--- config.mk ---
export PLATFORM = sky130hd
export DESIGN_NAME = pc_fetch_unit
export DESIGN_NICKNAME = d
export VERILOG_FILES = /design/src/rtl/pc_pkg.sv /design/src/rtl/pc_trace_buf.sv /design/src/rtl/pc_fetch_unit.sv
export SDC_FILE = /design/constraint.sdc
export NUM_CORES = 1
export LEC_CHECK = 0
export CORE_UTILIZATION = 47
export CTS_CLUSTER_SIZE = 16
export DETAILED_ROUTE_END_ITERATION = 16
export PLACE_DENSITY_LB_ADDON = 0.15
export SYNTH_ARGS = -nofsm -noshare
export SYNTH_HDL_FRONTEND = slang
export SYNTH_SLANG_ARGS = --single-unit
export TNS_END_PERCENT = 100
--- constraint.sdc ---
create_clock -name CLK -period 7.07 [get_ports CLK]
set_input_delay 1.414 -clock CLK [delete_from_list [all_inputs] [get_ports CLK]]
set_output_delay 1.414 -clock CLK [all_outputs]
set_load 0.02 [all_outputs]
--- src/rtl/pc_pkg.sv ---
// Shared encodings for the fetch unit: FSM state values and the default instruction size.
package pc_pkg;

  typedef enum logic [1:0] {
    ST_BOOT  = 2'd0,
    ST_RUN   = 2'd1,
    ST_HALT  = 2'd2,
    ST_FAULT = 2'd3
  } pc_state_e;

  localparam int DEFAULT_INSTR_BYTES = 4;

endpackage

--- src/rtl/pc_trace_buf.sv ---
// Circular buffer of the most recent redirect targets; entry 0 is the newest push.
module pc_trace_buf #(
  parameter int W     = 32,
  parameter int DEPTH = 4
) (
  input  logic                     clk,
  input  logic                     rst,
  input  logic                     push_i,
  input  logic [W-1:0]             data_i,
  input  logic [$clog2(DEPTH)-1:0] sel_i,
  output logic [W-1:0]             data_o
);

  localparam int PW = $clog2(DEPTH);

  logic [W-1:0]  mem_q [DEPTH];
  logic [PW-1:0] wr_ptr_q, wr_ptr_d;
  logic [PW-1:0] rd_idx;

  always_comb begin
    wr_ptr_d = wr_ptr_q;
    if (push_i) wr_ptr_d = wr_ptr_q + PW'(1);
  end

  // Pointer arithmetic wraps naturally because DEPTH is a power of two.
  assign rd_idx = wr_ptr_q - PW'(1) - sel_i;
  assign data_o = mem_q[rd_idx];

  always_ff @(posedge clk or posedge rst) begin
    if (rst) begin
      wr_ptr_q <= '0;
      for (int i = 0; i < DEPTH; i++) mem_q[i] <= '0;
    end else begin
      wr_ptr_q <= wr_ptr_d;
      if (push_i) mem_q[wr_ptr_q] <= data_i;
    end
  end

endmodule

--- src/rtl/pc_fetch_unit.sv ---
// Fetch PC with valid/ready request, redirect, stall, halt and misalignment fault.
// Optional redirect trace buffer is built only when PC_TRACE_EN is defined.
module pc_fetch_unit
  import pc_pkg::*;
#(
  parameter int               ADDR_W       = 32,
  parameter logic [ADDR_W-1:0] RESET_VECTOR = '0,
  parameter int               INSTR_BYTES  = DEFAULT_INSTR_BYTES,
  parameter int               RC_W         = 16,
  parameter int               TRACE_DEPTH  = 4
) (
  input  logic                           CLK,
  input  logic                           Reset,
  input  logic                           PCSrc,
  input  logic [ADDR_W-1:0]              Result,
  input  logic                           Stall,
  input  logic                           Halt_Req,
  input  logic                           Resume,
  input  logic                           Fetch_Ready,
  output logic [ADDR_W-1:0]              PC,
  output logic [ADDR_W-1:0]              PC_Plus_4,
  output logic                           Fetch_Valid,
  output logic [1:0]                     State,
  output logic                           Misalign_Fault,
  output logic [ADDR_W-1:0]              Fault_Addr,
  output logic [RC_W-1:0]                Redirect_Count,
  input  logic [$clog2(TRACE_DEPTH)-1:0] Trace_Sel,
  output logic [ADDR_W-1:0]              Trace_Out
);

  localparam logic [ADDR_W-1:0] STEP       = ADDR_W'(INSTR_BYTES);
  localparam logic [ADDR_W-1:0] ALIGN_MASK = ADDR_W'(INSTR_BYTES - 1);

  pc_state_e         state_q, state_d;
  logic [ADDR_W-1:0] pc_q, pc_d;
  logic [ADDR_W-1:0] fault_addr_q, fault_addr_d;
  logic              misalign_q, misalign_d;
  logic              fetch_valid_q, fetch_valid_d;
  logic [RC_W-1:0]   rc_q, rc_d;
  logic              misaligned;
  logic              trace_push;

  assign misaligned = PCSrc && ((Result & ALIGN_MASK) != '0);

  always_comb begin
    state_d      = state_q;
    pc_d         = pc_q;
    fault_addr_d = fault_addr_q;
    misalign_d   = misalign_q;
    rc_d         = rc_q;
    trace_push   = 1'b0;
    case (state_q)
      ST_BOOT: state_d = ST_RUN;
      ST_RUN: begin
        if (misaligned) begin
          state_d      = ST_FAULT;
          fault_addr_d = Result;
          misalign_d   = 1'b1;
        end else begin
          // A redirect wins over both stall and an unaccepted request.
          if (PCSrc) begin
            pc_d       = Result;
            trace_push = 1'b1;
            if (rc_q != '1) rc_d = rc_q + RC_W'(1);
          end else if (!Stall && Fetch_Ready) begin
            pc_d = pc_q + STEP;
          end
          if (Halt_Req) state_d = ST_HALT;
        end
      end
      ST_HALT: if (Resume) state_d = ST_RUN;
      default: ;
    endcase
    fetch_valid_d = (state_d == ST_RUN);
  end

  always_ff @(posedge CLK or posedge Reset) begin
    if (Reset) begin
      state_q       <= ST_BOOT;
      pc_q          <= RESET_VECTOR;
      fault_addr_q  <= '0;
      misalign_q    <= 1'b0;
      fetch_valid_q <= 1'b0;
      rc_q          <= '0;
    end else begin
      state_q       <= state_d;
      pc_q          <= pc_d;
      fault_addr_q  <= fault_addr_d;
      misalign_q    <= misalign_d;
      fetch_valid_q <= fetch_valid_d;
      rc_q          <= rc_d;
    end
  end

  assign PC             = pc_q;
  assign PC_Plus_4      = pc_q + STEP;
  assign Fetch_Valid    = fetch_valid_q;
  assign State          = state_q;
  assign Misalign_Fault = misalign_q;
  assign Fault_Addr     = fault_addr_q;
  assign Redirect_Count = rc_q;

`ifdef PC_TRACE_EN
  pc_trace_buf #(
    .W     (ADDR_W),
    .DEPTH (TRACE_DEPTH)
  ) u_trace (
    .clk    (CLK),
    .rst    (Reset),
    .push_i (trace_push),
    .data_i (Result),
    .sel_i  (Trace_Sel),
    .data_o (Trace_Out)
  );
`else
  logic unused_trace;
  assign unused_trace = &{1'b0, Trace_Sel, trace_push};
  assign Trace_Out    = '0;
`endif

endmodule

==> run summary <==
* **status** finished clean
* **max cap viols** 0
* **maximum operating frequency** 222.1 MHz
* **routed length on met2** 5815 um
* **setup repair after global routing missed its margin** no
* **worst setup margin** 2567 ps
* **clock buffer count from CTS** 9
* **DRC violation count after routing** 0
* **maximum clock insertion buffer count** 2
* **number of sinks driven by the clock tree** 84
* **post-synthesis register bit count** 84
* **die width** 101.6 um
* **netlist area before placement** 0.004664 mm2
* **Final Skew** 12.57 ps
* **distinct cell type count after synthesis** 58
* **synthesized netlist cell count** 470
* **vias per cell** 5.350
* **async set-or-reset flop fraction in the synthesized netlist** 100.0%
* **standby leakage power** 2.735 nW
* **WL per Instance** 15.99 um
* **start-to-end type of the worst setup path** reg -> out
* **drt total wl** 12030 um
* **final hold violation count** 0
* **required time reported for the critical path endpoint** 5660 ps
* **DRT Pass-1 Iters** 4
* **first-pass GRT wire length** 19210 um
* **total of cells resized after clock tree synthesis** 0
* **kind of launch point of the worst setup path** flop
* **transition time at the pin with the least slew margin** 1057 ps
* **area overhead of the layout relative to synthesis** 38.33%
* **Nets** 661
* **Seq/Total Area, Yosys** 45.06%
* **number of global-route vias before repair** 3794
* **num ports** 189
* **number of antenna diodes** 0
* **Initial Utilization** 49.54%
* **routed length on met3** 804 um
* **GP Congestion** 0.8241
* **number of setup buffers added after CTS** 0
* **Max H-tree Level** 3
* **final sum of negative setup slack** 0 ps
* **clock slew at reported path FFs** 90 ps
* **via count of the routed design** 4023
* **Power per Cell Area** 231.1 mW/mm2
* **critical path peak fanout** 11
* **die area** 0.01033 mm2
* **number of enable flip-flop cells after synthesis** 0
* **Relative slew margins** 29.56%
* **Remaining Overflow, GRT** 0
* **highest routed metal layer** met4
* **Routed Antenna Nets** 0
* **CP arrival** 3090 ps
* **Die Height** 101.6 um
* **Post-Syn Area per Cell** 9.924 um2
* **number of max-slew violations in the final report** 0
* **final critical path time including I/O delays and setup** 4503 ps
* **most instantiated flip-flop cell in the synthesis netlist** dfrtp_1
* **DPL Wire Length** 8583 um
* **synth warn** 0
* **worst min-delay path category** reg -> reg
* **share of the clock period used by the worst path after layout** 63.69%
* **share of cells above drive strength 1** 10.27%
* **fill cell instance count of the final layout** 775
* **clock root buffer master** clkbuf_8
* **number of setup violations in the final report** 0
* **CTS tree** yes
* **critical path capture point type** output port
* **Core Box Area** 0.009415 mm2
* **worst skew pair latency** 340 ps
* **pin count of the biggest net entering global routing** 85
* **number of DRC violations after detailed-routing iteration 0** 166
* **total routing usage reported by global routing** 23.92%
* **Core Rows** 35
* **number of antenna violations at the first check in global routing** 0
* **detailed-routing wirelength on met1** 5281 um
* **# port buffers** 154
* **Worst IR Drop VDD** 0.0001483 V
* **number of hold buffers added after cts** 0
* **Post-Place Worst Slack** 2982 ps
[sequential cells by signal, summed over array words and instances, names as in the netlist]
signal,flops
Fetch_Valid,1
Fault_Addr,32
PC,32
Redirect_Count,16
Misalign_Fault,1
State,2
[layout make-up]
| cell class | instances | area [um2] | share of cell area, % |
|---|---|---|---|
| Timing Repair Buffer | 157 | 1559 | 24.16 |
| Inverter | 11 | 42.54 | 0.6593 |
| Clock buffer | 10 | 137.6 | 2.133 |
| Clock inverter | 6 | 135.1 | 2.094 |
| Multi-Input combinational cell | 355 | 2315 | 35.87 |
| Sequential cell | 84 | 2102 | 32.58 |
| Tap cell | 129 | 161.4 | 2.501 |
[per-layer routing]
| metal | vias to the layer above | track usage (%) |
|---|---|---|
| met5 | - | 0 |
| met4 | 0 | 6.355 |
| met3 | 11 | 5.797 |
| met2 | 144 | 39.40 |
| met1 | 1976 | 31.58 |
| li1 | 1892 | - |
[where the power goes]
group | total, mW | internal, mW | switching (mW)
logic | 0.431 | 0.214 | 0.217
registers | 0.600 | 0.538 | 0.0618
clock network | 0.460 | 0.280 | 0.180
total | 1.49 | 1.03 | 0.458
[worst max-delay path, cell delays in order (launching register included)]
cell and delay [ps]:
dfrtp_1 470, nand3_1 240, nor4_2 850, nand4_1 330, xnor2_1 230, clkdlybuf4s50_1 630
[worst paths after layout]
path                                     start              to  slack, ps  depth (start not counted)
worst max-delay path                    PC[12]   PC_Plus_4[31]       2570                          5
worst min-delay path            Misalign_Fault  Misalign_Fault        470                          1
worst max register to register          PC[12]          PC[26]       4680                          5
worst min register to register  Misalign_Fault  Misalign_Fault        470                          1
max in group asynchronous                Reset           PC[2]       4680                          3
min in group asynchronous                Reset  Fault_Addr[23]       1730                          3
[cell families (layout without fill, tap and decap cells)]
kind of cell | after synthesis | count (layout) | share of synthesized area, %
buffers and inverters | 62 | 184 | 7.967
AOI/OAI and AO/OA | 77 | 77 | 11.00
DFF | 84 | 84 | 45.06
adders and majority gates | 2 | 2 | 0.5364
muxes | 34 | 34 | 8.128
xor gates and xnor gates | 42 | 42 | 7.886
other | 1 | 32 | 0.08039
and+or+nand+nor | 168 | 168 | 19.34
[placed cells by master, fill, tap and decap left out, drive strengths merged, types with 12 or more instances in the layout]
cell type      Yosys  final
a21oi             13     13
and3              14     14
clkdlybuf4s50      0    153
conb               1     32
dfrtp             84     84
mux2              31     31
nand2             45     45
nand3             24     24
nand4             13     13
nor2              32     32
nor3              12     12
o21ai             22     22
xnor2             28     28
xor2              14     14
[cells in the mapped netlist, types with 2 or more instances]
cell type	n	area [um2]
and2_1	6	37.54
clkbuf_1	8	30.03
mux2i_1	3	30.03
a311oi_1	2	17.52
nor2b_1	3	18.77
inv_1	10	37.54
xnor2_1	28	245.2
mux2_2	31	349.1
a211o_1	2	17.52
or3_1	5	31.28
nand3_4	2	35.03
nand4_1	13	81.33
buf_1	2	7.510
nor3_4	2	32.53
o21ai_0	22	110.1
o22a_1	2	17.52
ha_1	2	25.02
nor2_1	32	120.1
nand2_1	44	165.2
or4_1	3	22.52
o211ai_1	2	15.01
dfrtp_1	84	2102
nor4_1	2	12.51
or2_2	2	12.51
a31oi_1	6	37.54
a22oi_1	4	30.03
xor2_1	14	122.6
nand3_1	22	110.1
buf_2	5	25.02
o21a_1	4	30.03
a2bb2oi_1	5	43.79
and3_1	14	87.58
buf_4	35	262.8
nor3_1	9	45.04
o22ai_1	4	25.02
a21oi_1	13	65.06
and4_1	2	17.52
[stage by stage]
stage          total power, mW  cells  hold WS (ps)  utilization, %  area (um2)
2_1_floorplan           0.8332    501         577.2               -        4781
3_3_place_gp             1.033    736         453.4           65.63        6180
3_5_place_dp             1.043    736         458.1           65.63        6180
4_1_cts                  1.499    752         478.2           68.53        6452
5_1_grt                  1.555    752         519.3           68.53        6452
6_report                 1.491    752         472.6           68.53        6452
Power figures use the tool's default switching activity.
